==> src/rtl/dt_res_packer.sv <==
// dt_res_packer: thresholds the res distance map and packs the
// result back into 16-bit sti words, counting passing pixels.
module dt_res_packer #(
  parameter int N_WORDS   = 1024,
  parameter int WORD_BITS = 16
) (
  input  logic                                       clk,
  input  logic                                       reset,
  input  logic                                       start,
  input  logic [7:0]                                 threshold,
  output logic                                       res_rd,
  output logic [$clog2(N_WORDS)+$clog2(WORD_BITS)-1:0] res_addr,
  input  logic [7:0]                                 res_di,
  output logic                                       sti_wr,
  output logic [$clog2(N_WORDS)-1:0]                 sti_addr,
  output logic [WORD_BITS-1:0]                       sti_do,
  output logic                                       busy,
  output logic                                       done,
  output logic [$clog2(N_WORDS)+$clog2(WORD_BITS):0] obj_count
);

  localparam int WW = $clog2(N_WORDS);
  localparam int BW = $clog2(WORD_BITS);
  localparam int CW = WW + BW + 1;

  typedef enum logic [1:0] {
    IDLE,
    READ,
    WRITE,
    DONE
  } state_t;

  state_t               state_q, state_d;
  logic [7:0]           thr_q, thr_d;
  logic [WW-1:0]        word_q, word_d;
  logic [BW-1:0]        bit_q, bit_d;
  logic [WORD_BITS-1:0] pack_q, pack_d;
  logic [CW-1:0]        cnt_q, cnt_d;
  logic                 hit;

  assign hit = (res_di >= thr_q);

  always_ff @(posedge clk or negedge reset) begin
    if (!reset) begin
      state_q <= IDLE;
      thr_q   <= '0;
      word_q  <= '0;
      bit_q   <= '0;
      pack_q  <= '0;
      cnt_q   <= '0;
    end else begin
      state_q <= state_d;
      thr_q   <= thr_d;
      word_q  <= word_d;
      bit_q   <= bit_d;
      pack_q  <= pack_d;
      cnt_q   <= cnt_d;
    end
  end

  always_comb begin
    state_d = state_q;
    thr_d   = thr_q;
    word_d  = word_q;
    bit_d   = bit_q;
    pack_d  = pack_q;
    cnt_d   = cnt_q;
    unique case (state_q)
      IDLE: begin
        if (start) begin
          thr_d   = threshold;
          word_d  = '0;
          bit_d   = '0;
          pack_d  = '0;
          cnt_d   = '0;
          state_d = READ;
        end
      end
      READ: begin
        pack_d[bit_q] = hit;
        if (hit) cnt_d = cnt_q + CW'(1);
        bit_d = bit_q + BW'(1);
        if (bit_q == BW'(WORD_BITS - 1)) state_d = WRITE;
      end
      WRITE: begin
        if (word_q == WW'(N_WORDS - 1)) begin
          state_d = DONE;
        end else begin
          word_d  = word_q + WW'(1);
          pack_d  = '0;
          state_d = READ;
        end
      end
      DONE: state_d = IDLE;
      default: state_d = IDLE;
    endcase
  end

  // Address/data buses are forced to zero outside their strobes.
  always_comb begin
    res_rd    = (state_q == READ);
    sti_wr    = (state_q == WRITE);
    busy      = (state_q == READ) || (state_q == WRITE);
    done      = (state_q == DONE);
    res_addr  = res_rd ? {word_q, bit_q} : '0;
    sti_addr  = sti_wr ? word_q : '0;
    sti_do    = sti_wr ? pack_q : '0;
    obj_count = cnt_q;
  end

endmodule

==> config.mk <==
export PLATFORM = sky130hd
export DESIGN_NAME = dt_res_packer
export DESIGN_NICKNAME = d
export VERILOG_FILES = /design/src/rtl/dt_res_packer.sv
export SDC_FILE = /design/constraint.sdc
export NUM_CORES = 1
export LEC_CHECK = 0
export BUFFER_PORTS_ARGS = -buffer_cell sky130_fd_sc_hd__buf_2
export CAP_MARGIN = 20
export CORE_MARGIN = 10
export CORE_UTILIZATION = 50
export CTS_CLUSTER_DIAMETER = 200
export DETAILED_ROUTE_END_ITERATION = 12
export GPL_TIMING_DRIVEN = 0
export HOLD_SLACK_MARGIN = 0.1
export MAX_ROUTING_LAYER = met4
export PLACE_DENSITY = 0.83
export SYNTH_ARGS = -nofsm -noshare
export SYNTH_HDL_FRONTEND = slang
export SYNTH_SLANG_ARGS = --single-unit
export TNS_END_PERCENT = 1
==> constraint.sdc <==
create_clock -name clk -period 2.75 [get_ports clk]
set_clock_uncertainty 0.2 [all_clocks]
set_input_delay 0.275 -clock clk [delete_from_list [all_inputs] [get_ports clk]]
set_output_delay 0.275 -clock clk [all_outputs]
set_load 0.05 [all_outputs]
==> flow_summary.yaml <==
outcome:
  outcome: "finished clean"
clock_tree:
  path_clk_slew_ns: 0.10
  cts.sink_count: 55
  clockRootBuffer: "clkbuf_8"
  cts_setup_buffers: 0
  cts_made_buffers: 5
  cts_buffer_depth: 2
  htreeDepth: 2
  clock_latency_ns: 0.31
  cts_tree: "yes"
worst_setup_path:
  worstSetupPathType: "reg -> out"
  worstPathArrival_ns: 2.13
  crit_fanout: 10
  end_kind: "output port"
  rr_endpoint: "pack_q[8]$_DFFE_PN0P_"
  reg2reg_depth: 10
  cp_cell_sequence: "inv_1 -> ha_1 -> buf_2 -> clkbuf_4 -> buf_2 -> and2_1 -> clkbuf_4"
  worstPathRequired_ns: 2.28
  crit_buf_inv: 5
  critPathLaunchType: "flip-flop"
  reg2reg_from: "state_q[0]$_DFFE_PN0P_"
  critical_path.top_delay_family: "buffers and inverters"
  max_stage_delay_ns: 0.44
  r2r_setup_slack_ns: 0.23
  slowest_stage: "dfrtp_1"
floorplanning:
  core_sq_mm: 0.007214
  num_rows: 31
  die-height_um: 105.7
  die_x_um: 105.7
  io_pins: 78
  initial_core_util: 0.5090
  die_area_sq_mm: 0.01117
yosys:
  synth_fa_ha_area_frac: 0.06133
  yosysWarnings: 0
  synthMuxAreaShare: 0.05043
  synth_xor_area_frac: 0.002385
  synth-compound-area-share: 0.1649
  synth.distinct_cells: 49
  ys.flop_type: "dfrtp_1"
  synth-seq-cells: 55
  synthSimpleGateAreaFrac: 0.2937
  synth_top_area_share: 0.3748
  yosysSeqAreaShare: 0.3748
  synth_top_family_by_area: "simple AND/OR/NAND/NOR gates"
  async_reset_ff_frac: 1.000
  netlist_area_sq_mm: 0.003672
  synth.net_count: 459
  avgSynthCellArea_sq_um: 8.702
  netlist_instances: 422
  yosys-top-cells-area: "dfrtp_1, and2_1, ha_1"
  synth_edf_count: 0
  synth.largest_area_cell: "dfrtp_1"
timing:
  rsz0062_at_grt: "yes"
  timing.fmax_mhz: 384.1
  finalCritPeriodShare: 0.9468
  setup_ws_ns: 0.1463
  min_period_ns: 2.604
  setup-violations-final: 0
  finalHoldViolCount: 0
  drv_slew: 0
  slew_headroom: 0.5773
  worst_pin_slew_ns: 0.6318
route:
  via_count: 3519
  wl_mm: 9.959
  ant_nets: 0
  routedWlPerCell_um: 16.17
  drc_errors: 0
  drtIter0Drc: 222
  drtPass1Iterations: 6
  via_per_inst: 5.713
final_layout:
  finish.instance_area_sq_mm: 0.004463
  antenna_cells: 0
  fillers: 676
  drive_gt1_frac: 0.2186
  syn_to_final_growth_pct: 21.53
  final_cells: 616
  final_nets: 553
  fin_util: 0.6186
place:
  portBuffers: 77
  placed_cells: 599
  place_congestion: 0.8976
  dp_worst_setup_slack_ns: -0.001763
  place_area_sq_mm: 0.004202
  dp_hpwl_mm: 7.411
global_routing:
  grt_overflow: 0
  grt_antenna_before_repair: 0
  grt_pass1_vias: 3525
  grt.total_usage: 0.1767
  grt_pass1_wl_mm: 16.48
  grt_max_degree: 33
power_and_ir_drop:
  leakagePower_nw: 2.258
  irDropWorstVdd_mv: 0.5131
  p_per_area_mw_per_mm2: 479.4
  power_mw: 2.140
run:
  drv_cap: 0
hold_path:
  worstHoldPathType: "in -> async"
==> cells in the mapped netlist, types with 8 or more instances <==
| library cell | count |
|---|---|
| dfrtp_1 | 55 |
| nand2_1 | 50 |
| and2_1 | 45 |
| nand3_1 | 29 |
| a21oi_1 | 25 |
| nand4_1 | 20 |
| ha_1 | 18 |
| clkbuf_1 | 17 |
| nor2_1 | 15 |
| o21ai_0 | 15 |
| inv_1 | 13 |
| a22o_1 | 12 |
| mux2_2 | 12 |
| or3_1 | 9 |
| nor3_1 | 8 |
==> worst max path at each step <==
stage,from,endpoint,slack (ns),cells past startpoint
global placement,state_q[1]$_DFFE_PN0P_,res_addr[3],0.008,7
global route,state_q[1]$_DFFE_PN0P_,res_addr[6],-0.007,7
detailed placement,state_q[1]$_DFFE_PN0P_,res_addr[2],-0.002,7
CTS,state_q[1]$_DFFE_PN0P_,res_addr[2],0.04,7
floorplan,state_q[1]$_DFFE_PN0P_,res_addr[0],0.006,6
finish,state_q[1]$_DFFE_PN0P_,res_addr[2],0.15,7
==> placed cells by master (no fill, tap or decap), types with 4 or more instances in the layout <==
| master | instances |
|---|---|
| o21ai_0 | 15 |
| or3_1 | 9 |
| nand2_1 | 50 |
| clkbuf_4 | 13 |
| mux2_2 | 12 |
| and2_1 | 45 |
| nor3_1 | 8 |
| and3_1 | 7 |
| a22o_1 | 12 |
| clkbuf_1 | 14 |
| buf_2 | 71 |
| mux2i_1 | 5 |
| o31a_1 | 4 |
| a21o_1 | 7 |
| clkbuf_8 | 5 |
| nand3_1 | 29 |
| o21a_1 | 4 |
| nand4_1 | 20 |
| ha_1 | 18 |
| dfrtp_1 | 55 |
| inv_1 | 13 |
| dlygate4sd3_1 | 9 |
| nor2_1 | 15 |
| a21oi_1 | 25 |
==> per-stage QoR <==
step	hold WS (ns)	TNS [ns]
2_1_floorplan	-0.2206	0
3_3_place_gp	0.2885	0
3_5_place_dp	0.1013	-0.001763
4_1_cts	0.2906	0
5_1_grt	0.3114	-0.009974
6_report	0.2731	0
==> cells by family (layout without fill, tap and decap cells) <==
kind of cell,count (synthesis),count (layout)
mux,17,17
buf+inv,42,137
compound gates,89,89
xor+xnor,1,1
simple gates,200,200
flops,55,55
fa+ha+maj,18,18
==> area by class of cell <==
type,instances,area [sq um],area share
Buffer,29,151.4,0.03392
Clock buffer,6,72.57,0.01626
Clock inverter,2,60.06,0.01346
Inverter,13,48.80,0.01093
Multi-Input combinational cell,325,2105,0.4715
Sequential cell,55,1376,0.3084
Tap cell,99,123.9,0.02775
Timing Repair Buffer,87,525.5,0.1177
==> registers in the layout, summed over array words and instances, names as in the netlist <==
name / cells
pack_q: 16
thr_q: 8
word_q: 10
bit_q: 4
state_q: 2
obj_count: 15
==> layer usage <==
metal,vias up,global-route usage,routed length [um],share of wire
met5,-,-,0,0
met4,0,0.05706,149,0.015
met3,15,0.04629,841,0.084
met2,140,0.2845,4694,0.47
met1,1658,0.2110,4273,0.43
li1,1706,-,-,-
==> report_power, final <==
group | switching, mW | leakage, nW | internal (mW)
Sequential | 0.101 | 0.679 | 0.880
Clock | 0.269 | 0.0654 | 0.364
Combinational | 0.350 | 1.51 | 0.176
Total | 0.720 | 2.26 | 1.42
==> timing repair <==
action	in CTS	in global routing
resized for setup	4	17
hold buffers	9	0
setup endpoints to repair	14	15
endpoints found under the hold margin	31	0
(Power assumes the default switching activity.)
